## src/rtl/simd_add_arbiter.sv

```systemverilog
// Two-requester round-robin front end sharing one registered packed-SIMD lane adder.
// Latency: 1 cycle from operand accept to out_valid. Backpressure: a full, stalled result register drops both readies.
// Optional SIMD_ADD_SAT_EN selects unsigned per-lane saturation instead of modulo wrap.
module simd_add_arbiter #(
    parameter int NUM_LANES = 4,
    parameter int LANE_W    = 8,
    localparam int DATA_W   = NUM_LANES * LANE_W
) (
    input  logic              clk,
    input  logic              rst,
    input  logic              req0_valid,
    output logic              req0_ready,
    input  logic [DATA_W-1:0] req0_x,
    input  logic [DATA_W-1:0] req0_y,
    input  logic              req1_valid,
    output logic              req1_ready,
    input  logic [DATA_W-1:0] req1_x,
    input  logic [DATA_W-1:0] req1_y,
    output logic              out_valid,
    input  logic              out_ready,
    output logic [DATA_W-1:0] out_sum,
    output logic              out_src
);

    typedef enum logic {
        ST_EMPTY = 1'b0,
        ST_FULL  = 1'b1
    } state_e;

    state_e            state_q, state_d;
    logic [DATA_W-1:0] sum_q, sum_d;
    logic              src_q, src_d;
    logic              last_grant_q, last_grant_d;

    logic              slot_free;
    logic              grant_vld;
    logic              grant_id;
    logic              transfer;
    logic [DATA_W-1:0] sel_x;
    logic [DATA_W-1:0] sel_y;
    logic [DATA_W-1:0] lane_sum;

    // Arbitration; readies are masked during reset so nothing transfers then.
    always_comb begin
        slot_free = (state_q == ST_EMPTY) | out_ready;
        grant_id  = 1'b0;
        if (req0_valid && req1_valid) begin
            grant_id = ~last_grant_q;
        end else if (req1_valid) begin
            grant_id = 1'b1;
        end
        grant_vld  = ~rst & slot_free & (req0_valid | req1_valid);
        req0_ready = grant_vld & ~grant_id;
        req1_ready = grant_vld & grant_id;
        transfer   = (req0_valid & req0_ready) | (req1_valid & req1_ready);
        sel_x      = grant_id ? req1_x : req0_x;
        sel_y      = grant_id ? req1_y : req0_y;
    end

    genvar g;
    for (g = 0; g < NUM_LANES; g++) begin : g_lane
`ifdef SIMD_ADD_SAT_EN
        logic [LANE_W:0] wide;
        assign wide = {1'b0, sel_x[g*LANE_W +: LANE_W]} + {1'b0, sel_y[g*LANE_W +: LANE_W]};
        assign lane_sum[g*LANE_W +: LANE_W] = wide[LANE_W] ? {LANE_W{1'b1}} : wide[LANE_W-1:0];
`else
        assign lane_sum[g*LANE_W +: LANE_W] = sel_x[g*LANE_W +: LANE_W] + sel_y[g*LANE_W +: LANE_W];
`endif
    end

    always_ff @(posedge clk) begin
        if (rst) begin
            state_q      <= ST_EMPTY;
            sum_q        <= '0;
            src_q        <= 1'b0;
            last_grant_q <= 1'b1;
        end else begin
            state_q      <= state_d;
            sum_q        <= sum_d;
            src_q        <= src_d;
            last_grant_q <= last_grant_d;
        end
    end

    // A transfer wins over a consume so simultaneous load/drain keeps the register full.
    always_comb begin
        state_d      = state_q;
        sum_d        = sum_q;
        src_d        = src_q;
        last_grant_d = last_grant_q;
        if (transfer) begin
            state_d      = ST_FULL;
            sum_d        = lane_sum;
            src_d        = grant_id;
            last_grant_d = grant_id;
        end else if (state_q == ST_FULL && out_ready) begin
            state_d = ST_EMPTY;
        end
    end

    always_comb begin
        out_valid = (state_q == ST_FULL);
        out_sum   = sum_q;
        out_src   = src_q;
    end

endmodule

```

## config.mk

```make
export PLATFORM = sky130hd
export DESIGN_NAME = simd_add_arbiter
export DESIGN_NICKNAME = d
export VERILOG_FILES = /design/src/rtl/simd_add_arbiter.sv
export SDC_FILE = /design/constraint.sdc
export NUM_CORES = 1
export LEC_CHECK = 0
export CORE_ASPECT_RATIO = 0.7
export CORE_MARGIN = 5
export CORE_UTILIZATION = 43
export CTS_CLUSTER_SIZE = 30
export DETAILED_ROUTE_END_ITERATION = 6
export HOLD_SLACK_MARGIN = 0.12
export PLACE_DENSITY = 0.95
export SKIP_LAST_GASP = 1
export SLEW_MARGIN = 20
export SYNTH_ARGS = -nofsm -noshare
export SYNTH_HDL_FRONTEND = slang
export SYNTH_SLANG_ARGS = --single-unit
```

## constraint.sdc

```tcl
create_clock -name clk -period 4.65 [get_ports clk]
set_input_delay 0.6975 -clock clk [delete_from_list [all_inputs] [get_ports clk]]
set_output_delay 0.6975 -clock clk [all_outputs]
set_load 0.05 [all_outputs]
```

## After elaboration in Yosys (flattened, before gate mapping)

Cells that the tools add are included.

- Word-level logic and storage cells: 30
- Register bits: 35

- Reductions and logical operators: 3
- Multiplexer cells: 6
- $add $sub $neg: 4
- Bitwise gates (word level): 13

Operators with widths:

| cell | count |
|---|---|
| 32-bit 2-to-1 mux | 2 |
| 8-bit adder | 4 |
| 1-bit AND | 6 |
| 1-bit 2-to-1 mux | 4 |
| 1-bit NOT | 4 |
| 1-bit OR | 3 |
| 1-bit logical AND | 2 |
| 2-bit nonzero test | 1 |

## Depth between registers and ports, before layout

Gate-level depths: netlist (run 1).

- Depth after elaboration: 8
- Mapped depth: 12

## Worst setup path after synthesis (run 1)

OpenSTA, ideal clock, no wires.

- Path kind: input to register
- Start point: in req1_valid
- End point: reg sum_q[22], in the netlist out_sum[22]
- Slack: 1.680 ns
- Required time: 4.587 ns
- Arrival time: 2.907 ns
- Cell stages on the path: 12
- Path buffers: 2
- Cell sequence: a21boi_1 -> buf_2 -> buf_2 -> mux2_2 -> ha_1 -> inv_1 -> fa_1 -> nand2b_1 -> a21oi_1 -> o21ai_0 -> or3_1 -> nand3_1

- Word-level cells in the longest chain between the ends: 6

Ends and longest elaborated chain:

| element | RTL line | RTL |
|---|---|---|
| start, declared | 15 | `input logic req1_valid,` |
| branches (longest 6 deep; another with 8-bit adder) | -- |  |
| end signal, assigned | 79 | `sum_q <= sum_d;` |
| end, declared | 31 | `logic [DATA_W-1:0] sum_q, sum_d;` |

Parallel ways; which one is timed is not known.
A chain may end at the register's enable or synchronous reset.

## Final worst setup path (run 1)

- Start point: in req1_valid
- End point: out req1_ready

- Word-level cells in the longest chain between the ends: 3

Ends and longest elaborated chain:

| element | RTL line | RTL |
|---|---|---|
| 1-bit OR (tied with other cells) | 52 | `grant_vld = ~rst & slot_free & (req0_valid \| req1_valid);` |
| 1-bit AND / 1-bit 2-to-1 mux (equally long branches) | 52, 47 |  |
| 1-bit AND * | 54 | `req1_ready = grant_vld & grant_id;` |
| end, declared | 16 | `output logic req1_ready,` |

Every way passes the cells marked *; elsewhere a longest branch is shown, timed or not.

==> results of run 1 <==
==> power by group <==
| group | switching (W) | internal (W) | leakage, nW | total (W) |
|---|---|---|---|---|
| Combinational | 0.000408 | 0.000347 | 1.65 | 0.000755 |
| Clock | 0.000110 | 0.000116 | 0.0470 | 0.000226 |
| Sequential | 0.0000269 | 0.000347 | 0.290 | 0.000374 |
| Total | 0.000545 | 0.000811 | 1.99 | 0.00136 |
==> worst max path at each step <==
stage | end | slack (ns) | cells past startpoint
5_1_grt | out_sum[14] | 0.97 | 12
2_1_floorplan | out_sum[22] | 1.68 | 12
3_3_place_gp | out_sum[15] | 1.06 | 10
6_report | req1_ready | 1.03 | 5
3_5_place_dp | out_sum[14] | 0.89 | 12
4_1_cts | req1_ready | 1.01 | 5
==> layer usage <==
metal  GRT usage [%]  up-vias
met1            24.8     1550
met2            42.2      158
met3            7.37       16
met5               0        -
li1                -     1654
met4            5.83        0
==> cells by family after synthesis <==
kind of cell             Yosys count  share of synthesized area (%)
AO/OA/AOI/OAI                     88                           17.6
XOR/XNOR                          16                           4.52
adder cells (fa/ha/maj)           32                           13.9
buffers and inverters             34                           4.56
flip-flops                        35                           22.6
multiplexers                      58                           21.0
AND/OR/NAND/NOR                  103                           15.8
==> sequential cells by signal, indices dropped and copies added (netlist names) <==
register / count
out_sum: 32
last_grant_q: 1
out_src: 1
out_valid: 1
==> critical path, cell delays in order <==
cell             delay [ns]
clkdlybuf4s50_1        0.52
a21boi_4               0.38
buf_12                 0.27
and3_1                 0.21
clkdlybuf4s50_1        0.82
==> per-stage QoR <==
stage,total power [W],std cells,instance area (um2)
6_report,0.00136,623,4980
5_1_grt,0.00144,623,4980
4_1_cts,0.00136,623,4970
3_5_place_dp,0.00113,616,4890
3_3_place_gp,0.00110,616,4890
2_1_floorplan,0.000847,366,3100
==> final cells by class <==
| type | count | area [um2] |
|---|---|---|
| multi-input cells | 297 | 2280 |
| flip-flops and latches | 35 | 701 |
| clock buffers | 6 | 82.6 |
| fillers | 521 | 1900 |
| clock inverters | 1 | 5.00 |
| well taps | 94 | 118 |
| repair buffers | 173 | 1730 |
| inverters | 17 | 63.8 |
==> placed cells by master, fill, tap and decap left out, types with 5 or more instances in the layout <==
cell	synthesis	layout
clkdlybuf4s50_1	0	167
mux2_2	56	56
dfxtp_1	35	35
nor2_1	31	31
ha_1	28	28
o21ai_0	20	20
nand2_1	20	20
a21oi_1	18	18
inv_1	17	17
nand3_1	17	17
a211oi_1	16	16
nand2b_1	13	13
xnor2_1	10	10
o21ai_1	9	9
nor3_1	10	9
a31o_1	7	7
xor2_1	6	6
a31oi_1	6	6
clkbuf_8	0	6
a21o_1	5	5
buf_4	0	5
==> summary.md, run 1 <==
| Metric | Value |
|---|---|
| Status | finished, final reports clean |
| Reg2reg end | out_sum[15] |
| Seq/Total Area, Yosys | 22.6% |
| Wire length per cell | ~17 um |
| Maxcap violations | 0 |
| Final worst setup slack | 1.03 ns |
| Residual overflow from global routing | 0 |
| Top layer in use | met4 |
| First-pass GRT wire length | 16500 um |
| Startpoint types | input port |
| Max-slew violations | 0 |
| RR Startpoint | last_grant_q |
| GRT Total Usage | 22.5% |
| Sum Neg Setup Slack | 0 ns |
| Post_cts resized | 0 |
| Flop-to-flop setup slack | between 1.5 and 2 ns |
| Cell Pwr Density | ~270 nW/um2 |
| CTS Hold Bufs | 0 |
| RSZ-0062 raised after global routing | false |
| DR vias | 3378 |
| I/O pins | between 150 and 200 |
| Area contributors post-synth | dfxtp_1, mux2_2, ha_1 |
| Port bufs | 168 |
| Clk pin slew, worst setup/hold paths | 0.07 ns |
| Number of global-route vias before repair | 3530 |
| Share of layout cells above drive strength 1 | roughly 13% |
| Core Footprint | 6880 um2 |
| Syn Inst Count | 366 |
| Initial antenna violation count | 0 |
| Clk_lat worst skew | 0.28 ns |
| Die H | roughly 80 um |
| Peak VDD IR | approximately 0.00020 V |
| Hold_ws | 0.449 ns |
| Fin crit share | about 78% |
| TritonCTS clock tree | done |
| Final Util | 72.4% |
| Clock sinks | 35 |
| Synth Flop Type | dfxtp_1 |
| Least-Margin Pin Slew | between 0.7 and 0.8 ns |
| Setup violators final | 0 |
| Relative slew slack | about half |
| Initial DRC count | 100 |
| Pleak | ~2.0 nW |
| Number of synthesized flops with an enable pin | 0 |
| Placer congestion estimate | 0.886 |
| Post-Place Setup Slack | about 0.89 ns |
| Largest net degree at the start of global routing | 48 |
| CTS max path bufs | 2 |
| Worst reg2reg path depth | 9 |
| Syn_nets | 531 |
| DRC | 0 |
| Hold depth | 2 |
| Synth warnings | 0 |
| Rows | 25 |
| Metal3 WL | 799 um |
| Number of nets with antenna violations after routing | 0 |
| Initial DRT Pass Iterations | 5 |
| Critical Path RT | 3.95 ns |
| Fmax | 0.276 GHz |
| CTS Buf Count | 5 |
| Most frequent cell after synthesis | mux2_2 |
| Starting Density | 45.1% |
| Hold Path Class | reg -> reg |
| Crit path max fanout | 45 |
| Clock Tree Root | clkbuf_8 |
| Synth Area per Inst | around 8.5 um2 |
| Die Wd | 111 um |
| Final worst path period need | 3.62 ns |
| Yosys reg bits | 35 |
| Asr flop ratio synth | 0% |
| Hold Path End | out_sum[7] |
| Area growth, synth to finish | 60.6% |
| Post-synth top area share | 22.6% |
| Hold wc startpoint | out_sum[7] |
| Final Hold Viols | 0 |
| WL met1 | between 4000 and 5000 um |
| Launch point of the worst path | req1_valid |
| Largest area contributor in the netlist | dfxtp_1 |
| Die area | 9040 um2 |
| Post-Syn Area | 3100 um2 |
| Most instantiated cells after synthesis | mux2_2, dfxtp_1, nor2_1, ha_1 |
| Antenna fix cells | 0 |
| Critical path endpoint category | output port |
| CP arrival | 2.92 ns |
| Crit Path Class | in -> out |
| H-tree levels | 2 |
| Worst clock skew | 0.00668 ns |
| Post-DP HPWL | 8490 um |
| Final nets | 694 |
| Via/cell ratio | 5.42 |
| Detail Route met2 WL | 5300 um |
| Post-CTS Setup Repair Bufs | 0 |
| Netlist cell types | 31 |
| Routed WL | ~10000 um |
(Power assumes the default switching activity.)
==> run 2, diff against run 1 <==
--- a/config.mk
+++ b/config.mk
@@ -7,11 +7,11 @@
 export LEC_CHECK = 0
 export CORE_ASPECT_RATIO = 0.7
 export CORE_MARGIN = 5
-export CORE_UTILIZATION = 43
+export CORE_UTILIZATION = 40
 export CTS_CLUSTER_SIZE = 30
 export DETAILED_ROUTE_END_ITERATION = 6
 export HOLD_SLACK_MARGIN = 0.12
-export PLACE_DENSITY = 0.95
+export PLACE_DENSITY = 0.92
 export SKIP_LAST_GASP = 1
 export SLEW_MARGIN = 20
 export SYNTH_ARGS = -nofsm -noshare
==> constraint.sdc (replaced) <==
create_clock -name clk -period 3.37 [get_ports clk]
set_input_delay 0.5055 -clock clk [delete_from_list [all_inputs] [get_ports clk]]
set_output_delay 0.5055 -clock clk [all_outputs]
set_load 0.05 [all_outputs]
==> run 2 against run 1 <==
Net effect: clock skew fell by 0.0019 ns; count of clock-buffer cells in the layout unchanged; first-iteration DRC count fell by 28%; power is 38% higher; wire length fell by 0.62%; setup slack lost 0.74 ns; combinational power is 39% higher; utilization shrank 4.4 points; sequential power increased by 39%; die area is 6.7% higher; critical path depth is 7 higher; global-route usage shrank 1.8 points.
==> summary.md, run 2 (synthesis results as in run 1) <==
| Metric | Value |
|---|---|
| Relative slew slack | 63.8% (was 51.6%) |
| Clk_lat worst skew | 0.28 ns (about the same) |
| Final Hold Viols | 0 (unchanged) |
| Int Power | 0.00113 W (was 0.000811 W) |
| Area growth, synth to finish | 62.6% (was 60.6%) |
| Crit Path Class | in -> reg (was in -> out) |
| Post-CTS Setup Repair Bufs | 0 (unchanged) |
| Clock Tree Root | clkbuf_8 (unchanged) |
| Slowest CP cell | clkdlybuf4s50_1 (unchanged) |
| Wire length per cell | 16.3 um (was 16.6 um) |
| CTS Hold Bufs | 0 (unchanged) |
| Die Wd | 115 um (was 111 um) |
| Hold depth | 2 (unchanged) |
| Most common cell after layout, fill and taps aside | clkdlybuf4s50_1 (unchanged) |
| Max reg flops | 32 (unchanged) |
| Share of layout cells above drive strength 1 | 14.6% (was 13.4%) |
| Fraction of power spent switching nets | 39.9% (was 40.2%) |
| TritonCTS clock tree | done (unchanged) |
| Final nets | 699 (was 694) |
| H-tree levels | 2 (unchanged) |
| Pleak | 2.02 nW (was 1.99 nW) |
| Fmax | 0.325 GHz |
| Largest net degree at the start of global routing | 33 (was 48) |
| Maxcap violations | 0 (unchanged) |
| Final Cell Area | 5040 um2 (was 4980 um2) |
| DRC | 0 (unchanged) |
| Flop-to-flop setup slack | 0.74 ns (was 1.76 ns) |
| Critical Path RT | 3.59 ns (was 3.95 ns) |
| RSZ-0062 raised after global routing | false (unchanged) |
| Routed WL | 10300 um (was 10400 um) |
| Final worst path period need | between 3 and 4 ns |
| Die area | 9640 um2 (was 9040 um2) |
| Sum Neg Setup Slack | 0 ns (unchanged) |
| Setup violators final | 0 (unchanged) |
| CP arrival | 3.30 ns (was 2.92 ns) |
| Rows | 26 (was 25) |
| Most frequent cells in the layout | clkdlybuf4s50_1, mux2_2, dfxtp_1 (unchanged) |
| Part of the power in combinational logic | 55.8% (was 55.7%) |
| Max incr delay on CP | 0.52 ns (was 0.82 ns) |
| Hold Path End | out_sum[7] (unchanged) |
| Startpoint types | input port (unchanged) |
| Hold wc startpoint | out_sum[7] (unchanged) |
| Critical path endpoint category | register (was output port) |
| Core Footprint | 7420 um2 (was 6880 um2) |
| Sequential Power Share | 27.7% (was 27.6%) |
| Cell Pwr Density | 372 nW/um2 (was 272 nW/um2) |
| DR vias | 3389 (was 3378) |
| Post_cts resized | 0 (unchanged) |
| Least-Margin Pin Slew | 0.541 ns (was 0.724 ns) |
| Max-slew violations | 0 (unchanged) |
| P_sw | 0.000748 W (was 0.000545 W) |
| Status | finished, final reports clean (unchanged) |
| Die H | 83.7 um (was 81.0 um) |
| Fin crit share | 91.3% |
| Crit path max fanout | 32 (was 45) |
| Initial DRT Pass Iterations | 4 (was 5) |
| Crit-path cells | clkdlybuf4s50_1 -> a21boi_4 -> buf_12 -> mux2_2 -> ha_1 -> inv_1 -> fa_1 -> nand2b_1 -> a21oi_1 -> o21ai_0 -> or3_1 -> nand3_1 (was clkdlybuf4s50_1 -> a21boi_4 -> buf_12 -> and3_1 -> clkdlybuf4s50_1) |
| RR Startpoint | last_grant_q (unchanged) |
| GRT Total Usage | 20.7% (was 22.5%) |
| Port bufs | 168 (unchanged) |
| CTS max path bufs | 2 (unchanged) |
| Clock sinks | 35 (unchanged) |
| Hold Path Class | reg -> reg (unchanged) |
| Cell Area, Placed | 4950 um2 (was 4890 um2) |
| Via/cell ratio | 5.36 (was 5.42) |
| Residual overflow from global routing | 0 (unchanged) |
| Antenna fix cells | 0 (unchanged) |
| Clk pin slew, worst setup/hold paths | 0.07 ns (about the same) |
| CTS Buf Count | 5 (unchanged) |
| Peak VDD IR | 0.000246 V (was 0.000200 V) |
| First-pass GRT wire length | 16200 um (was 16500 um) |
| Final Util | 67.9% (was 72.4%) |
| Placer congestion estimate | 0.894 (was 0.886) |
| Worst reg2reg path depth | 11 (was 9) |
| Initial DRC count | 72 (was 100) |
| Number of nets with antenna violations after routing | 0 (unchanged) |
| Reg2reg end | out_sum[22] (was out_sum[15]) |
| Number of global-route vias before repair | 3432 (was 3530) |
| Worst clock skew | 0.00474 ns (was 0.00668 ns) |
| Starting Density | 41.8% (was 45.1%) |
| Post-DP HPWL | 8590 um (was 8490 um) |
| I/O pins | 169 (unchanged) |
| Clock Power Share | 16.5% (was 16.7%) |
| Initial antenna violation count | 0 (unchanged) |
## run 2: cell types whose count changed in the layout (fill, tap and decap cells not counted)
cell / before / now
nor3_4: 1 / 0
clkdlybuf4s50_1: 167 / 166
or3_1: 3 / 2
buf_4: 5 / 9
nor3_2: 0 / 1
or3_2: 0 / 1
buf_12: 1 / 3
## run 2: routing by layer
| metal | vias up | GRT usage [%] | wire length [um] |
|---|---|---|---|
| li1 | 1653 | - | - |
| met1 | 1572 | 24.1 | 4200 |
| met2 | 147 | 36.1 | 4910 |
| met3 | 17 | 7.32 | 1030 |
| met4 | 0 | 4.58 | 170 |
| met5 | - | 0 | 0 |
## run 2: worst max path at each step
| stage | startpoint | endpoint | slack (ns) | cells after the start |
|---|---|---|---|---|
| 3_5_place_dp | req1_valid | out_sum[30] | 0.01 | 12 |
| 4_1_cts | req1_valid | out_sum[22] | 0.32 | 12 |
| 6_report | req1_valid | out_sum[22] | 0.29 | 12 |
| 5_1_grt | req1_valid | out_sum[5] | 0.08 | 10 |
| 3_3_place_gp | req1_valid | out_sum[7] | 0.16 | 10 |
| 2_1_floorplan | req1_valid | out_sum[22] | 0.59 | 12 |
## run 2: worst max-delay path, delay by kind of cell
| kind | cells | cell delay (ns) |
|---|---|---|
| muxes | 1 | 0.19 |
| buffers and inverters | 3 | 0.81 |
| adders and majority gates | 2 | 0.62 |
| AOI/OAI and AO/OA | 3 | 0.55 |
| and+or+nand+nor | 3 | 0.61 |
## run 2: stage by stage
step	setup slack, ns	total power (W)	std cells	hold WS [ns]
floorplan	0.592	0.00117	366	0.496
global placement	0.165	0.00154	625	0.434
detailed placement	0.0146	0.00157	625	0.447
CTS	0.319	0.00189	632	0.458
global route	0.0785	0.00199	632	0.474
finish	0.293	0.00188	632	0.455
## run 2: layout make-up
class | count | area [um2]
clock buffer | 6 | 82.6
clock inverter | 1 | 5.00
fill | 606 | 2380
inverter | 17 | 63.8
multi-input combinational | 297 | 2280
sequential | 35 | 701
tap | 98 | 123
timing repair buffer | 178 | 1790
## run 2: power by group through the flow
stage / combinational, W / sequential (W) / clock (W)
after floorplan: 0.000427 / 0.000741 / 0
after global placement: 0.00102 / 0.000524 / 0
after detailed placement: 0.00105 / 0.000527 / 0
after CTS: 0.00105 / 0.000519 / 0.000317
after global routing: 0.00113 / 0.000526 / 0.000340
final: 0.00105 / 0.000519 / 0.000310
